File: src/rtl/multicycle_controller.sv
// Multicycle ARM control unit: instruction FSM, DP/MEM/B decode, NZCV flag register, condition check.
// Latency: FETCH + DECODE, then 1-3 further states per instruction; outputs are combinational from state/Instr.
// Backpressure: MemReady low stalls FETCH/MEMRD/MEMWR; WAIT_LIMIT+1 stalled cycles -> sticky MemTimeout, back to FETCH.
// Optional feature: define MCCTRL_MUL_EN to decode MUL (requires ALUCTRL_W >= 3).
module multicycle_controller #(
    parameter int ALUCTRL_W  = 3,
    parameter int WAIT_LIMIT = 15
) (
    input  logic                 clk,
    input  logic                 reset,
    input  logic [31:0]          Instr,
    input  logic [3:0]           ALUFlags,
    input  logic                 MemReady,
    output logic                 PCWrite,
    output logic                 MemWrite,
    output logic                 RegWrite,
    output logic                 IRWrite,
    output logic                 AdrSrc,
    output logic [1:0]           RegSrc,
    output logic                 ALUSrcA,
    output logic [1:0]           ALUSrcB,
    output logic [1:0]           ResultSrc,
    output logic [1:0]           ImmSrc,
    output logic [ALUCTRL_W-1:0] ALUControl,
    output logic                 MemTimeout
);

    localparam int CNT_W = (WAIT_LIMIT < 1) ? 1 : $clog2(WAIT_LIMIT + 1);

    localparam logic [ALUCTRL_W-1:0] ALU_ADD = ALUCTRL_W'(0);
    localparam logic [ALUCTRL_W-1:0] ALU_SUB = ALUCTRL_W'(1);
    localparam logic [ALUCTRL_W-1:0] ALU_AND = ALUCTRL_W'(2);
    localparam logic [ALUCTRL_W-1:0] ALU_ORR = ALUCTRL_W'(3);

    if (ALUCTRL_W < 2) begin : g_alu_width_check
        $error("ALUCTRL_W must be at least 2");
    end

`ifdef MCCTRL_MUL_EN
    localparam logic [ALUCTRL_W-1:0] ALU_MUL = ALUCTRL_W'(4);

    if (ALUCTRL_W < 3) begin : g_mul_width_check
        $error("ALUCTRL_W must be at least 3 when MUL decode is enabled");
    end
`endif

    typedef enum logic [3:0] {
        S_FETCH, S_DECODE, S_MEMADR, S_MEMRD, S_MEMWB,
        S_MEMWR, S_EXECR, S_EXECI, S_ALUWB, S_BRANCH
    } state_t;

    state_t           state_q, state_d;
    logic [3:0]       flags_q, flags_d;
    logic [CNT_W-1:0] cnt_q, cnt_d;
    logic             to_q, to_d;

    logic [1:0] op;
    logic [3:0] cmd;
    logic       s_bit;
    logic       cond_ex;
    logic       mem_state;
    logic       timeout;

    // decoded data-processing attributes
    logic [ALUCTRL_W-1:0] alu_op;
    logic                 dp_wb;   // result is written back
    logic                 dp_fw;   // S bit may update flags
    logic                 dp_cv;   // S bit also updates C and V
    logic [3:0]           rd_sel;  // destination register of the writeback

    // unregistered enables before the reset gate
    logic pc_we, mem_we, reg_we, ir_we;

    logic unused_bits;
    assign unused_bits = ^{Instr[19:16], Instr[11:0]};

    assign op     = Instr[27:26];
    assign cmd    = Instr[24:21];
    assign s_bit  = Instr[20];
    assign ImmSrc = Instr[27:26];
    assign RegSrc = {op == 2'b01, op == 2'b10};

    // Funct decode into ALU operation and writeback/flag attributes
    always_comb begin
        alu_op = ALU_ADD;
        dp_wb  = 1'b0;
        dp_fw  = 1'b0;
        dp_cv  = 1'b0;
        rd_sel = Instr[15:12];
        case (cmd)
            4'b0100: begin alu_op = ALU_ADD; dp_wb = 1'b1; dp_fw = 1'b1; dp_cv = 1'b1; end
            4'b0010: begin alu_op = ALU_SUB; dp_wb = 1'b1; dp_fw = 1'b1; dp_cv = 1'b1; end
            4'b0000: begin alu_op = ALU_AND; dp_wb = 1'b1; dp_fw = 1'b1; end
            4'b1100: begin alu_op = ALU_ORR; dp_wb = 1'b1; dp_fw = 1'b1; end
            4'b1010: begin alu_op = ALU_SUB; dp_fw = 1'b1; dp_cv = 1'b1; end
            default: ;
        endcase
`ifdef MCCTRL_MUL_EN
        // MUL shares the AND encoding space; Rd lives in [19:16]
        if (op == 2'b00 && Instr[25:24] == 2'b00 && Instr[7:4] == 4'b1001) begin
            alu_op = ALU_MUL;
            dp_wb  = 1'b1;
            dp_fw  = 1'b1;
            dp_cv  = 1'b0;
            rd_sel = Instr[19:16];
        end
`endif
    end

    // ARM condition field evaluated against the stored NZCV
    always_comb begin
        cond_ex = 1'b0;
        case (Instr[31:28])
            4'h0: cond_ex = flags_q[2];
            4'h1: cond_ex = ~flags_q[2];
            4'h2: cond_ex = flags_q[1];
            4'h3: cond_ex = ~flags_q[1];
            4'h4: cond_ex = flags_q[3];
            4'h5: cond_ex = ~flags_q[3];
            4'h6: cond_ex = flags_q[0];
            4'h7: cond_ex = ~flags_q[0];
            4'h8: cond_ex = flags_q[1] & ~flags_q[2];
            4'h9: cond_ex = ~flags_q[1] | flags_q[2];
            4'hA: cond_ex = (flags_q[3] == flags_q[0]);
            4'hB: cond_ex = (flags_q[3] != flags_q[0]);
            4'hC: cond_ex = ~flags_q[2] & (flags_q[3] == flags_q[0]);
            4'hD: cond_ex = flags_q[2] | (flags_q[3] != flags_q[0]);
            4'hE: cond_ex = 1'b1;
            default: cond_ex = 1'b0;
        endcase
    end

    // S-bit flag capture during execute; logic ops and MUL leave C/V alone
    always_comb begin
        flags_d = flags_q;
        if ((state_q == S_EXECR || state_q == S_EXECI) && s_bit && cond_ex && dp_fw) begin
            flags_d[3:2] = ALUFlags[3:2];
            if (dp_cv) begin
                flags_d[1:0] = ALUFlags[1:0];
            end
        end
    end

    assign mem_state = (state_q == S_FETCH) || (state_q == S_MEMRD) || (state_q == S_MEMWR);
    assign timeout   = mem_state && !MemReady && (cnt_q == CNT_W'(WAIT_LIMIT));

    // Stall counter: any completed access or state change starts it over
    always_comb begin
        cnt_d = '0;
        if (mem_state && !MemReady && !timeout) begin
            cnt_d = cnt_q + CNT_W'(1);
        end
        to_d = to_q | timeout;
    end

    // Next-state and per-state control outputs
    always_comb begin
        state_d    = state_q;
        pc_we      = 1'b0;
        mem_we     = 1'b0;
        reg_we     = 1'b0;
        ir_we      = 1'b0;
        AdrSrc     = 1'b0;
        ALUSrcA    = 1'b0;
        ALUSrcB    = 2'b00;
        ResultSrc  = 2'b00;
        ALUControl = ALU_ADD;
        case (state_q)
            S_FETCH: begin
                ALUSrcA   = 1'b1;
                ALUSrcB   = 2'b10;
                ResultSrc = 2'b10;
                ir_we     = MemReady;
                pc_we     = MemReady;
                if (MemReady) state_d = S_DECODE;
            end
            S_DECODE: begin
                ALUSrcA   = 1'b1;
                ALUSrcB   = 2'b10;
                ResultSrc = 2'b10;
                case (op)
                    2'b00:   state_d = Instr[25] ? S_EXECI : S_EXECR;
                    2'b01:   state_d = S_MEMADR;
                    2'b10:   state_d = S_BRANCH;
                    default: state_d = S_FETCH;
                endcase
            end
            S_MEMADR: begin
                ALUSrcB = 2'b01;
                state_d = s_bit ? S_MEMRD : S_MEMWR;
            end
            S_MEMRD: begin
                AdrSrc = 1'b1;
                if (MemReady) state_d = S_MEMWB;
            end
            S_MEMWB: begin
                ResultSrc = 2'b01;
                reg_we    = cond_ex;
                pc_we     = cond_ex && (Instr[15:12] == 4'hF);
                state_d   = S_FETCH;
            end
            S_MEMWR: begin
                AdrSrc = 1'b1;
                mem_we = cond_ex & MemReady;
                if (MemReady) state_d = S_FETCH;
            end
            S_EXECR: begin
                ALUControl = alu_op;
                state_d    = S_ALUWB;
            end
            S_EXECI: begin
                ALUSrcB    = 2'b01;
                ALUControl = alu_op;
                state_d    = S_ALUWB;
            end
            S_ALUWB: begin
                reg_we  = cond_ex & dp_wb;
                pc_we   = cond_ex && dp_wb && (rd_sel == 4'hF);
                state_d = S_FETCH;
            end
            S_BRANCH: begin
                ALUSrcB   = 2'b01;
                ResultSrc = 2'b10;
                pc_we     = cond_ex;
                state_d   = S_FETCH;
            end
            default: state_d = S_FETCH;
        endcase
        // hung memory: abandon the instruction without side effects
        if (timeout) begin
            state_d = S_FETCH;
            pc_we   = 1'b0;
            mem_we  = 1'b0;
            reg_we  = 1'b0;
            ir_we   = 1'b0;
        end
    end

    // Write enables are held off for the whole time reset is low
    assign PCWrite    = pc_we  & reset;
    assign MemWrite   = mem_we & reset;
    assign RegWrite   = reg_we & reset;
    assign IRWrite    = ir_we  & reset;
    assign MemTimeout = to_q;

    // State, flags, stall counter and sticky timeout registers
    always_ff @(posedge clk or negedge reset) begin
        if (!reset) begin
            state_q <= S_FETCH;
            flags_q <= 4'b0000;
            cnt_q   <= '0;
            to_q    <= 1'b0;
        end else begin
            state_q <= state_d;
            flags_q <= flags_d;
            cnt_q   <= cnt_d;
            to_q    <= to_d;
        end
    end

endmodule

File: config.mk
export PLATFORM = sky130hd
export DESIGN_NAME = multicycle_controller
export DESIGN_NICKNAME = d
export VERILOG_FILES = /design/src/rtl/multicycle_controller.sv
export SDC_FILE = /design/constraint.sdc
export NUM_CORES = 1
export LEC_CHECK = 0
export ABC_AREA = 1
export BUFFER_PORTS_ARGS = -buffer_cell sky130_fd_sc_hd__buf_2
export CAP_MARGIN = 20
export CORE_UTILIZATION = 49
export DETAILED_ROUTE_END_ITERATION = 16
export GPL_TIMING_DRIVEN = 1
export MAX_ROUTING_LAYER = met4
export PLACE_DENSITY = 0.86
export SLEW_MARGIN = 20
export SYNTH_ARGS = -nofsm -noshare
export SYNTH_HDL_FRONTEND = slang
export SYNTH_SLANG_ARGS = --single-unit
File: constraint.sdc
create_clock -name clk -period 3.4 [get_ports clk]
set_input_delay 0.17 -clock clk [delete_from_list [all_inputs] [get_ports clk]]
set_output_delay 0.17 -clock clk [all_outputs]
set_load 0.05 [all_outputs]
[After elaboration in Yosys (flattened, before gate mapping)]
Cells that the tools add are included.
Widths: inputs -> output; s select.
Operators by class
  bitwise gates (word level): 15
  reductions and logical operators: 29
  $add $sub $neg: 1
  mux-type cells: 27
  eq/ne operators: 36
Operators by type and width (count)
  $eq 4x4->1 const B: 13
  $eq 4x3->1 const B: 9
  $pmux 4 s6: 1
  $eq 4x2->1 const B: 5
  $mux 4: 5
  $pmux 1 s15: 1
  $logic_not 4->1: 3
  $mux 1: 12
  $pmux 4 s3: 1
  $logic_and 1x1->1: 9
  $ne 3x3->1 const B: 3
  $reduce_or 3->1: 3
  $and 1x1->1: 8
  $eq 4x1->1 const B: 2
  $pmux 2 s2: 2
  $reduce_or 2->1: 4
  $mux 3: 2
  $pmux 2 s3: 1
  $reduce_or 5->1: 1
  $add 4x1->4 const B: 1
  $not 1->1: 4
  $pmux 1 s4: 1
  $reduce_or 4->1: 1
  $logic_or 1x1->1: 3
  10 further kinds: 13
Storage, ports and cells
  output and inout port bits: 18
  flip-flop bits (word level): 13
  logic and storage cells: 113

[Depth between registers and ports, before layout]
  depth in word-level cells: 8
  gate-level depth with buffers: 12
  gate-level depth less buffers: 12

[Worst setup path before layout]
No wires, ideal clock.
  path kind: reg2out
  start: register state_q[1]
  end: output RegWrite
  arrival time: 1.933 ns
  path slack: 1.297 ns
  cell stages (with the launch flop): 7
  cells stage by stage: dfrtp_1 -> buf_6 -> nor2_1 -> nand2_1 -> inv_1 -> o21ai_0 -> nor3b_2
On the way
  longest elaborated chain between the ends: 7
Ends and longest elaborated chain
  start: declaration: RTL line 52  | state_t state_q, state_d;
  start signal: assignment: RTL line 254  | state_q <= state_d;
  $eq 4x2->1 or $logic_not 4->1 (tied branches): RTL line 144  | assign mem_state = (state_q == S_FETCH) || (state_q == S_MEMRD) || (state_q == S_MEMWR);
  $logic_or 1x1->1 (2 in a row): RTL line 144
  $logic_and 1x1->1 (2 in a row): RTL line 145  | assign timeout = mem_state && !MemReady && (cnt_q == CNT_W'(WAIT_LIMIT));
  $mux 1 (*): RTL line 230  | if (timeout) begin
  $and 1x1->1 (*): RTL line 242  | assign RegWrite = reg_we & reset;
  end: declaration: RTL line 16  | output logic RegWrite,
Mark *: on every way between the ends. The rest lies on a longest branch, timed or not.

[Worst setup path in the final report]
  start: register state_q[0]
  end: output RegWrite
The elaborated chain is that of the path after synthesis.

==> out/metrics.cfg <==
[logic_synthesis]
syn_inst = 180
ys_seq_area_share_pct = 27.81
synth_area_leaders = dfrtp_1 (28%), nand2_1 (16%), inv_1 (8.3%)
netlist_area_um2 = 1170
synth_top_area_share_pct = 27.81
synthesis.nets = 220
synth_cell_type_count = 31
synth_area_per_cell_um2 = 6.499
yosys.area.top_type = dfrtp_1
ys_ff_latch = 13
yosysWarnings = 0

[global_routing]
grt_max_degree = 17
antenna_found_initial = 0
grt_pass1_wl_mm = 4.491
grt_pass1_vias = 1185
grt_usage_pct = 23.19
grt_overflow_total = 0

[finish]
multi_input_area_um2 = 705.7
antenna_cells = 0
seqCellArea_um2 = 325.3
fill_cells = 219
fin_nets = 261
drive_above_1_share_pct = 29.55
layout.cells.non_filler = 248
fin_area_um2 = 1403
mostFrequentLayoutCell = nand2_1
area_growth_pct = 19.89
final_cell_mix = nand2_1 (51), buf_2 (39), inv_1 (26)

[die]
start_util_pct = 52.38
dieArea_um2 = 2587
io_pins = 57
core_um2 = 2233
die_height_um = 50.86
rows = 17
die_w_um = 50.86

[setup_path]
end_kind = output pin
critPathKind = reg2out
start_kind = register
required_ns = 3.23
cp_max_fo = 5
r2r-start = state_q[3]
r2r_cells = 7
reg2reg_slack_ns = 1.90
arrival_ns = 1.95
r2r-end = state_q[2]

[power_and_ir_drop]
total_power_mw = 0.8981
power.internal_mw = 0.3790
pwr-share-clk_pct = 10.9
pwr-share-comb_pct = 63.3
p_per_area_nw_per_um2 = 640.3
p_sw_share_pct = 57.80
ir_drop_mv = 0.5215
power.switching_mw = 0.5191
power_frac_seq_pct = 25.8
leakagePower_nw = 0.8060

[min_path]
hold_class = in2reg
hp-start = ALUFlags[3]
hold_depth = 3
min_to = flags_q[3]

[placement]
numPortBuffers = 39
gp_congestion = 0.8301
place_area_um2 = 1366
hpwl_mm = 2.072
pre_cts_slack_ns = 1.615
placedCellCount = 243

[cts]
htreeDepth = 1
clk_latency_ns = 0.28
cts_buffers = 3
cts_tree = done
cts_buffer_depth = 2
cts.sinks = 13
clk_pin_slew_worst_paths_ns = 0.08
post_cts_resized = 0
cts_root_buf = clkbuf_4

[outcome]
outcome = completed

[route]
ant_nets = 0
drt_iter0_drc = 37
drt_pass1_iterations = 5
vias = 1248
wl_mm = 2.543
wl_per_cell_um = 10.25
avgViaCountPerCell = 5.032
drcViolationCount = 0

[timing]
setup_ws_ns = 1.285
period_needed_ns = 2.115
report.final.hold_viol_count = 0
finalSetupViolCount = 0
fin_worst_skew_ns = 0.001165
rsz0062_at_grt = no
clock.fmax_mhz = 472.8
fin_crit_sh_pct = 62.21
final_max_slew_viol_count = 0
fin_tns_setup_ns = 0

[run]
drv_cap = 0

registers in the layout, summed over array words and instances, names as in the netlist:
register    count
cnt_q           4
flags_q         4
state_q         4
MemTimeout      1
cells by family after synthesis:
family          Yosys count  share of synthesized area, %
compound gates           17                         9.840
xor+xnor                  2                         1.498
fa+ha+maj                 1                         1.069
buf+inv                  32                         11.87
flops                    13                         27.81
other cells               1                        0.3205
simple gates            114                         47.59
worst max path at each step:
stage | startpoint | to | depth (start not counted)
2_1_floorplan | state_q[1] | RegWrite | 6
3_3_place_gp | state_q[0] | RegWrite | 8
6_report | state_q[0] | RegWrite | 8
3_5_place_dp | state_q[0] | RegWrite | 8
5_1_grt | state_q[0] | RegWrite | 8
4_1_cts | state_q[0] | RegWrite | 8
through the flow:
step,hold slack (ns),utilization [%]
global route,0.1258,62.80
CTS,0.1184,62.80
detailed placement,0.09380,61.18
global placement,0.08758,61.18
finish,0.1217,62.80
floorplan,-0.1256,-
layout make-up:
| cell class | count | share of cell area, % |
|---|---|---|
| well taps | 28 | 2.498 |
| clock buffers | 4 | 1.873 |
| flip-flops and latches | 13 | 23.19 |
| multi-input cells | 135 | 50.31 |
| repair buffers | 40 | 14.63 |
| inverters | 28 | 7.493 |
power groups by stage:
stage               clock network [mW]  registers [mW]  logic (mW)
floorplan                            0           0.220       0.466
global placement                     0           0.234       0.555
detailed placement                   0           0.235       0.564
CTS                             0.0974           0.231       0.571
global route                     0.107           0.238       0.617
finish                          0.0980           0.232       0.568
metal layers:
metal	GRT usage, %	routed length (um)	vias up
li1	-	-	649
met1	24.77	1086	560
met2	44.89	1347	37
met3	3.869	103	2
met4	4.167	6	0
met5	-	0	-
what timing repair did:
action | 4_1_cts | 5_1_grt
hold buffers | 1 | 0
buffers inserted | 0 | 0
hold endpoints to repair | 13 | 0
worst max-delay path, stage by stage (launching register included):
cell,delay [ns]
dfrtp_1,0.44
inv_1,0.15
nor2_1,0.07
nand2_1,0.16
nand3_2,0.14
nand3b_2,0.14
nand2_1,0.09
nor3b_2,0.18
buf_2,0.29
synth_stat cells:
cell	number
a211oi_4	1
a21oi_1	2
a21oi_2	1
buf_4	3
buf_6	1
conb_1	1
dfrtp_1	13
ha_1	1
inv_1	26
inv_2	2
nand2_1	51
nand2_2	6
nand2_4	1
nand3_1	18
nand3_2	3
nand3_4	1
nand3b_2	1
nand4_1	2
nor2_1	23
nor2_2	3
nor2_4	1
nor3_2	2
nor3b_2	1
o211ai_1	2
o21ai_0	7
o21ai_1	2
o21bai_1	1
o221ai_1	1
or2_0	1
xnor2_1	1
xor2_1	1
No activity file was read; power rests on OpenSTA's default activity.
